<file path="config.mk">
export PLATFORM = sky130hd
export DESIGN_NAME = frame_accumulator
export DESIGN_NICKNAME = d
export VERILOG_FILES = /design/src/rtl/dsp_accum_pkg.sv /design/src/rtl/sat_adder.sv /design/src/rtl/frame_accumulator.sv
export SDC_FILE = /design/constraint.sdc
export NUM_CORES = 1
export LEC_CHECK = 0
export BUFFER_PORTS_ARGS = -buffer_cell sky130_fd_sc_hd__buf_2
export CORE_UTILIZATION = 59
export CTS_BUF_LIST = sky130_fd_sc_hd__clkbuf_16
export CTS_CLUSTER_SIZE = 20
export DETAILED_ROUTE_END_ITERATION = 16
export GPL_TIMING_DRIVEN = 1
export PLACE_DENSITY = 0.88
export SLEW_MARGIN = 20
export SYNTH_ARGS = -nofsm -noshare
export SYNTH_HDL_FRONTEND = slang
export SYNTH_HIERARCHICAL = 1
export SYNTH_SLANG_ARGS = --single-unit
</file>
<file path="constraint.sdc">
create_clock -name clock -period 3.65 [get_ports clock]
set_input_delay 0.5475 -clock clock [delete_from_list [all_inputs] [get_ports clock]]
set_output_delay 0.5475 -clock clock [all_outputs]
set_load 0.02 [all_outputs]
</file>
<file path="src/rtl/dsp_accum_pkg.sv">
// Shared types and helpers for the frame accumulator datapath.
// Provides the FSM state encoding, the representation selector strings and
// saturation-limit helpers used by the saturating adder.
package dsp_accum_pkg;

  typedef enum logic {
    ACCUM = 1'b0,
    DUMP  = 1'b1
  } state_t;

  localparam string REP_SIGNED   = "SIGNED";
  localparam string REP_UNSIGNED = "UNSIGNED";

  // Helpers return a 64-bit pattern; callers truncate to their own width.
  localparam int unsigned SAT_FN_W = 64;

  // Largest representable value of a width-bit word.
  function automatic logic [SAT_FN_W-1:0] sat_max(input int unsigned width, input bit is_signed);
    logic [SAT_FN_W-1:0] one;
    one = SAT_FN_W'(1);
    if (is_signed) begin
      return (one << (width - 1)) - one;
    end
    if (width >= SAT_FN_W) begin
      return '1;
    end
    return (one << width) - one;
  endfunction

  // Smallest representable value; for signed words only the sign bit survives truncation.
  function automatic logic [SAT_FN_W-1:0] sat_min(input int unsigned width, input bit is_signed);
    if (is_signed) begin
      return SAT_FN_W'(1) << (width - 1);
    end
    return '0;
  endfunction

endpackage

</file>
<file path="src/rtl/sat_adder.sv">
// Combinational saturating adder.
// Ports:
//   a, b  in   WIDTH  operands, interpreted per REPRESENTATION
//   sum   out  WIDTH  a+b clamped to the representable range
//   sat   out  1      high when the clamp was applied
module sat_adder
  import dsp_accum_pkg::*;
#(
  parameter int unsigned WIDTH          = 24,
  parameter string       REPRESENTATION = "SIGNED"
) (
  input  logic [WIDTH-1:0] a,
  input  logic [WIDTH-1:0] b,
  output logic [WIDTH-1:0] sum,
  output logic             sat
);

  localparam bit               IS_SIGNED = (REPRESENTATION == REP_SIGNED);
  localparam logic [WIDTH-1:0] MAX_V     = WIDTH'(sat_max(WIDTH, IS_SIGNED));
  localparam logic [WIDTH-1:0] MIN_V     = WIDTH'(sat_min(WIDTH, IS_SIGNED));

  logic [WIDTH:0] raw;

  // One guard bit is enough to detect overflow of a two-operand add.
  always_comb begin
    if (IS_SIGNED) begin
      raw = {a[WIDTH-1], a} + {b[WIDTH-1], b};
    end else begin
      raw = {1'b0, a} + {1'b0, b};
    end
  end

  // Signed overflow shows as guard bit != result MSB; the guard bit gives the rail.
  always_comb begin
    sum = raw[WIDTH-1:0];
    sat = 1'b0;
    if (IS_SIGNED) begin
      if (raw[WIDTH] != raw[WIDTH-1]) begin
        sat = 1'b1;
        sum = raw[WIDTH] ? MIN_V : MAX_V;
      end
    end else if (raw[WIDTH]) begin
      sat = 1'b1;
      sum = MAX_V;
    end
  end

endmodule

</file>
<file path="src/rtl/frame_accumulator.sv">
// Frame accumulator: sums FRAME_LEN add/sub results into a saturating
// accumulator and hands one frame sum downstream per frame.
// Ports:
//   clock, aclr_n      rising-edge clock, async active-low reset
//   clken              clock enable; all state frozen when low
//   in_valid/in_ready  sample handshake (in_ready is combinational)
//   in_data, in_cout   add/sub result and carry (carry used only when UNSIGNED)
//   in_overflow        add/sub overflow, sticky per frame
//   frame_flush        close the current frame early
//   out_valid/ready    frame handshake
//   out_data           saturated frame sum
//   out_sat            accumulator clamped at least once in the frame
//   out_in_ovf         in_overflow seen on an accepted sample of the frame
//   out_count          samples in the frame
module frame_accumulator
  import dsp_accum_pkg::*;
#(
  parameter int unsigned IN_WIDTH       = 16,
  parameter int unsigned ACC_WIDTH      = 24,
  parameter int unsigned FRAME_LEN      = 8,
  parameter string       REPRESENTATION = "SIGNED"
) (
  input  logic                             clock,
  input  logic                             aclr_n,
  input  logic                             clken,
  input  logic                             in_valid,
  output logic                             in_ready,
  input  logic [IN_WIDTH-1:0]              in_data,
  input  logic                             in_cout,
  input  logic                             in_overflow,
  input  logic                             frame_flush,
  output logic                             out_valid,
  input  logic                             out_ready,
  output logic [ACC_WIDTH-1:0]             out_data,
  output logic                             out_sat,
  output logic                             out_in_ovf,
  output logic [$clog2(FRAME_LEN+1)-1:0]   out_count
);

  localparam int unsigned      CNT_W     = $clog2(FRAME_LEN + 1);
  localparam bit               IS_SIGNED = (REPRESENTATION == REP_SIGNED);
  localparam logic [CNT_W-1:0] LAST_IDX  = CNT_W'(FRAME_LEN - 1);

  // Parameter sanity checks at elaboration.
  if (ACC_WIDTH < IN_WIDTH + 1) begin : g_bad_acc_width
    $error("frame_accumulator: ACC_WIDTH must be >= IN_WIDTH+1");
  end
  if (FRAME_LEN < 1) begin : g_bad_frame_len
    $error("frame_accumulator: FRAME_LEN must be >= 1");
  end
  if ((REPRESENTATION != REP_SIGNED) && (REPRESENTATION != REP_UNSIGNED)) begin : g_bad_rep
    $error("frame_accumulator: REPRESENTATION must be SIGNED or UNSIGNED");
  end

  state_t                 state_q, state_d;
  logic [ACC_WIDTH-1:0]   acc_q, acc_d;
  logic [CNT_W-1:0]       count_q, count_d;
  logic                   sat_q, sat_d;
  logic                   ovf_q, ovf_d;
  logic                   out_valid_d;
  logic [ACC_WIDTH-1:0]   out_data_d;
  logic                   out_sat_d;
  logic                   out_in_ovf_d;
  logic [CNT_W-1:0]       out_count_d;

  logic [ACC_WIDTH-1:0]   ext;
  logic [ACC_WIDTH-1:0]   acc_sum;
  logic                   add_sat;
  logic                   accept;
  logic                   unused_cout;

  // The carry only matters for unsigned operation.
  assign unused_cout = in_cout;

  assign in_ready = clken & (state_q == ACCUM);
  assign accept   = in_valid & in_ready;

  // Widen the incoming sample to accumulator width.
  always_comb begin
    if (IS_SIGNED) begin
      ext = ACC_WIDTH'($signed(in_data));
    end else begin
      ext = ACC_WIDTH'({in_cout, in_data});
    end
  end

  sat_adder #(
    .WIDTH          (ACC_WIDTH),
    .REPRESENTATION (REPRESENTATION)
  ) u_sat_adder (
    .a   (acc_q),
    .b   (ext),
    .sum (acc_sum),
    .sat (add_sat)
  );

  // Next-state and output-register logic; nothing moves while clken is low.
  always_comb begin
    state_d      = state_q;
    acc_d        = acc_q;
    count_d      = count_q;
    sat_d        = sat_q;
    ovf_d        = ovf_q;
    out_valid_d  = out_valid;
    out_data_d   = out_data;
    out_sat_d    = out_sat;
    out_in_ovf_d = out_in_ovf;
    out_count_d  = out_count;
    if (clken) begin
      case (state_q)
        ACCUM: begin
          if (accept) begin
            acc_d   = acc_sum;
            count_d = count_q + CNT_W'(1);
            sat_d   = sat_q | add_sat;
            ovf_d   = ovf_q | in_overflow;
          end
          // A sample accepted alongside a flush belongs to the closing frame.
          if ((accept && (count_q == LAST_IDX)) || frame_flush) begin
            state_d      = DUMP;
            out_valid_d  = 1'b1;
            out_data_d   = acc_d;
            out_sat_d    = sat_d;
            out_in_ovf_d = ovf_d;
            out_count_d  = count_d;
          end
        end
        DUMP: begin
          if (out_ready) begin
            state_d     = ACCUM;
            out_valid_d = 1'b0;
            acc_d       = '0;
            count_d     = '0;
            sat_d       = 1'b0;
            ovf_d       = 1'b0;
          end
        end
      endcase
    end
  end

  // State and datapath registers.
  always_ff @(posedge clock or negedge aclr_n) begin
    if (!aclr_n) begin
      state_q    <= ACCUM;
      acc_q      <= '0;
      count_q    <= '0;
      sat_q      <= 1'b0;
      ovf_q      <= 1'b0;
      out_valid  <= 1'b0;
      out_data   <= '0;
      out_sat    <= 1'b0;
      out_in_ovf <= 1'b0;
      out_count  <= '0;
    end else begin
      state_q    <= state_d;
      acc_q      <= acc_d;
      count_q    <= count_d;
      sat_q      <= sat_d;
      ovf_q      <= ovf_d;
      out_valid  <= out_valid_d;
      out_data   <= out_data_d;
      out_sat    <= out_sat_d;
      out_in_ovf <= out_in_ovf_d;
      out_count  <= out_count_d;
    end
  end

endmodule

</file>
* Word level (Yosys, flattened, before mapping)
Index checks and enable logic that the tools add are counted.
Storage, ports and cells: flip-flop bits (word level) 62, input port bits 24, logic and storage cells 45
Operators by class: add/subtract/negate cells 2, equality and inequality tests 4, mux-type cells 19, bitwise operators 5, reductions and logical operators 5
Operators by type and width (number):
- 2-to-1 mux 24 bit | 4
- case mux 24 bit (2 select lines) | 1
- adder 24 x 16 -> 25 bit | 1
- 2-to-1 mux 4 bit | 2
- case mux 1 bit (2 select lines) | 4
- case mux 4 bit (2 select lines) | 1
- 2-to-1 mux 1 bit | 7
- AND reduction 3 bit | 2
- adder 4 x 1 -> 4 bit (second input constant) | 1
- == test 4 x 3 -> 1 bit (second input constant) | 1
- AND 1 bit | 2
- != test 2 x 1 -> 1 bit (second input constant) | 1
- != test 2 bit (second input constant) | 1
- bitwise OR 1 bit | 2
- AND reduction 2 bit | 1
- logical AND 1 bit | 1
- logical OR 1 bit | 1
- != test 1 bit | 1
- NOT 1 bit | 1

* Logic depth before layout (Yosys ltp)
word-level depth 7, mapped depth 13, depth with buffers taken out 12

* By module
Netlist, hierarchy kept.
By module, submodules not included:
- frame_accumulator | times used 1, cells an instance 279, area an instance 2598.7 um2, sequential area each 1551.5 um2
- sat_adder | times used 1, cells an instance 249, area an instance 1696.6 um2, sequential area each 0.0 um2

* Worst setup path before layout
No wires, ideal clock.
kind input -> register, start point in in_data[0], end point reg out_data[21], data arrival time 2947 ps, data required time 3568 ps, setup slack 621 ps, stages on the path 12, cell sequence ha_1 fa_1 a211oi_1 nor4b_2 nor2_1 o31a_1 o41a_4 nand2_1 a221o_1 nand2_1 nand2_1 a31oi_1
On the way: longest elaborated chain between the ends 4, elaborated cells on any way between the ends 5, classes of those cells add/sub (1); eq/ne (1); mux (3)
RTL lines:
- start: declaration | line frame_accumulator.sv:28 | input logic [IN_WIDTH-1:0] in_data,
- adder 24 x 16 -> 25 bit (*) | line sat_adder.sv:27 | raw = {a[WIDTH-1], a} + {b[WIDTH-1], b};
- 2-to-1 mux 24 bit or != test 1 bit (tied branches) | line sat_adder.sv:40, sat_adder.sv:38
- 2-to-1 mux 24 bit (*) | line sat_adder.sv:38 | if (raw[WIDTH] != raw[WIDTH-1]) begin
- net acc_sum[21] | line frame_accumulator.sv:67 | logic [ACC_WIDTH-1:0] acc_sum;
- 2-to-1 mux 24 bit (*) | line frame_accumulator.sv:112 | if (accept) begin
- end signal: assignment | line frame_accumulator.sv:162 | out_data <= out_data_d;
- end: declaration | line frame_accumulator.sv:34 | output logic [ACC_WIDTH-1:0] out_data,
Mark *: on every way through the listed nets, which the timed path passes. The rest lies on a longest branch. A chain may end at the register's enable or synchronous reset.

* Worst setup path after layout
start point reg acc_q[9], end point reg out_data[19]
On the way: longest elaborated chain between the ends 4, elaborated cells on any way between the ends 5, classes of those cells add/sub (1); eq/ne (1); mux (3)
RTL lines:
- start: declaration | line frame_accumulator.sv:56 | logic [ACC_WIDTH-1:0] acc_q, acc_d;
- start signal: assignment | line frame_accumulator.sv:146 | acc_q <= '0;
- start signal: assignment | line frame_accumulator.sv:157 | acc_q <= acc_d;
- adder 24 x 16 -> 25 bit (*) | line sat_adder.sv:27
- 2-to-1 mux 24 bit or != test 1 bit (tied branches) | line sat_adder.sv:40, sat_adder.sv:38
- 2-to-1 mux 24 bit (*) | line sat_adder.sv:38
- net acc_sum[19] | line frame_accumulator.sv:67
- 2-to-1 mux 24 bit (*) | line frame_accumulator.sv:112
Marked as above.

==> impl_metrics.yaml <==
clock_tree:
  clk_path_buf_depth: 2
  clk_pin_slew_ns: 0.05
  cts.sinks: 62
  clock-root-buffer: "clkbuf_16"
  cts-buffers-inserted: 9
  insertion_delay_ns: 0.32
  cts.repair.resized: 0
  cts_tree: "done"
  hold_buffers: 0
  cts_setup_buffers: 0
  htree_levels: 3
drt:
  ant_nets: 0
  firstDrtPassIters: 4
  drc_errors: 0
  vias_per_cell: 6.20
  wl_per_cell_um: 16.4
  drt-total-wl_mm: 11.0
  num_vias: 4166
  drtIter0Drc: 302
floorplanning:
  start_util_pct: 62.2
  fp-row-count: 30
  die_h_um: 87.3
  fp.dieArea_um2: 7630
  coreArea_um2: 6910
  pin_count: 56
  die_w_um: 87.3
critical_path:
  cp_data_required_time_ns: 3.84
  crit_path_max_fanout: 8
  crit_top_cell: "nand2_1"
  critPathMaxStageDelay_ns: 0.55
  crit_path_end: "out_data[19]$_DFFE_PN0P_"
  crit_start: "acc_q[9]$_DFFE_PN0P_"
  worstReg2RegEnd: "out_data[19]$_DFFE_PN0P_"
  crit_path_start_kind: "flop"
  reg2reg_setup_slack_ns: 0.36
  crit_path_end_kind: "flop"
  setup.worst_path.class: "flop to flop"
  reg2reg_from: "acc_q[9]$_DFFE_PN0P_"
  r2r_cells: 11
  crit_path_top_delay_cell: "o311ai_2"
  worst_ep_arrival_time_ns: 3.49
  crit_chain: "ha_1 -> nand4_1 -> nor2_1 -> o2111ai_1 -> o211a_1 -> o311ai_2 -> nor2_4 -> a21oi_2 -> nand2_1 -> nand2_1 -> a31oi_1"
synth:
  synth.top_cells.by_area: "dfrtp_1, nand2_1, ha_1"
  syn-instance-count: 528
  ys.warnings.count: 6
  yosysSeqAreaShare_pct: 36.1
  netlist-cell-type-count: 62
  asyncSetResetFlopFracSynth_pct: 100
  synthesis.nets: 578
  synth_edf_count: 0
  synth_area_per_cell_um2: 8.14
  synth_ff_type: "dfrtp_1"
  synth_common_cells: "nand2_1, dfrtp_1, nor2_1"
  synth_top_cell_by_area: "dfrtp_1"
  yosysMostFrequentCell: "nand2_1"
  ys_seq_elements: 62
  yosysTopAreaCellShare_pct: 36.1
  syn_area_um2: 4300
sta:
  period_share_pct: 90.2
  final.setup_skew_ns: 0.00508
  post-route-min-period_ns: 3.29
  fmax_ghz: 0.304
  slew_headroom_pct: 26.2
  worst_pin_slew_ns: 1.11
  rsz0062_at_grt: "no"
  maxSlewViolCount: 0
  hold_violations: 0
  fin_setup_tns_ns: 0
  finalSetupViolCount: 0
layout:
  antenna_cells: 0
  layout.nets: 623
  drive_gt1_share_pct: 16.1
  finalNonFillerCells: 672
  area_growth_pct: 13.4
  fin_area_um2: 4870
power_and_ir_drop:
  p_leak_nw: 2.35
  ir_worst_vdd_mv: 0.413
  p_per_area_nw_per_um2: 975
placement:
  dp.cells: 658
  post_dp_cell_area_um2: 4600
  dp_hpwl_mm: 7.94
  globalplace.congestion: 1.00
  port-buffer-count: 54
run:
  drv_cap: 0
global_routing:
  grt_pass1_vias: 3913
  grt_max_degree: 33
  antenna_found_initial: 0
  track_usage_pct: 30.8
  grt_overflow: 0
  grt_pass1_wl_mm: 18.2
run_status:
  status: "complete, no violations"
worst_hold_path:
  hold_path.class: "input pin to asynchronous set/reset pin"
[state kept, by name, summed over array words and instances, names as in the netlist, 4 cells and up]
name / cells
acc_q: 24
out_count: 4
out_data: 24
count_q: 4
[placed cells by master, fill, tap and decap left out, drive strengths merged, types with 3 or more instances in the layout]
master and instances:
nand2 151, buf 63, dfrtp 62, nor2 57, a21oi 36, a31oi 31
ha 25, o21ai 21, xnor2 14, clkbuf 9, a211oi 8, a21o 7
xor2 7, inv 6, o21a 6, o31ai 5, nor2b 4, and3 4
nand3 4, a32oi 4, nand4 3, o2111ai 3, o211ai 3, o311a 3
o32ai 3, o311ai 3
[worst min path at each step]
stage / start / end / slack (ns) / depth (start not counted)
finish: aclr_n / out_count[0]$_DFFE_PN0P_ / 0.27 / 1
detailed placement: out_valid$_DFFE_PN0P_ / out_valid$_DFFE_PN0P_ / 0.47 / 1
global route: aclr_n / out_count[0]$_DFFE_PN0P_ / 0.34 / 1
global placement: out_valid$_DFFE_PN0P_ / out_valid$_DFFE_PN0P_ / 0.45 / 1
floorplan: aclr_n / acc_q[0]$_DFFE_PN0P_ / 0.25 / 0
CTS: aclr_n / out_in_ovf$_DFFE_PN0P_ / 0.29 / 1
[cells by family after synthesis]
| logic type | Yosys count | share of synthesized area, % |
|---|---|---|
| AOI/OAI and AO/OA | 151 | 24.8 |
| xor gates and xnor gates | 21 | 4.28 |
| adders and majority gates | 26 | 7.75 |
| buffers and inverters | 33 | 3.90 |
| DFF | 62 | 36.1 |
| muxes | 1 | 0.262 |
| and+or+nand+nor | 234 | 22.9 |
[layer usage]
layer	track usage (%)	up-vias	share of wire [%]
li1	-	1973	-
met1	41.9	1983	45
met2	49.5	175	47
met3	4.17	35	5.7
met4	12.4	0	2.9
met5	0	-	0
[report_power, final]
group / total (mW) / switching [mW] / internal, mW
Combinational: 2.69 / 1.66 / 1.02
Clock: 0.783 / 0.274 / 0.509
Sequential: 1.28 / 0.279 / 0.996
Total: 4.75 / 2.22 / 2.53
[stage by stage]
step / util, % / setup WS [ns] / hold WS [ns] / total power, mW
floorplan: - / 0.621 / 0.252 / 3.18
global placement: 66.6 / 0.243 / 0.454 / 3.77
detailed placement: 66.6 / 0.238 / 0.475 / 3.87
CTS: 70.5 / 0.428 / 0.287 / 4.69
global route: 70.5 / 0.106 / 0.337 / 5.08
finish: 70.5 / 0.356 / 0.274 / 4.75
[worst max-delay path: cells and delay by family (launching register included)]
kind	cells	cell delay (ns)
flops	1	0.42
simple gates	5	0.80
fa+ha+maj	1	0.43
compound gates	5	1.51
[area by class of cell]
type,instances,area [µm²]
inverter,4,15.0
tap,96,120
clock inverter,5,45.0
fill,553,2040
sequential,62,1550
timing repair buffer,63,338
clock buffer,9,225
multi-input combinational,433,2580
(Power assumes the default switching activity.)
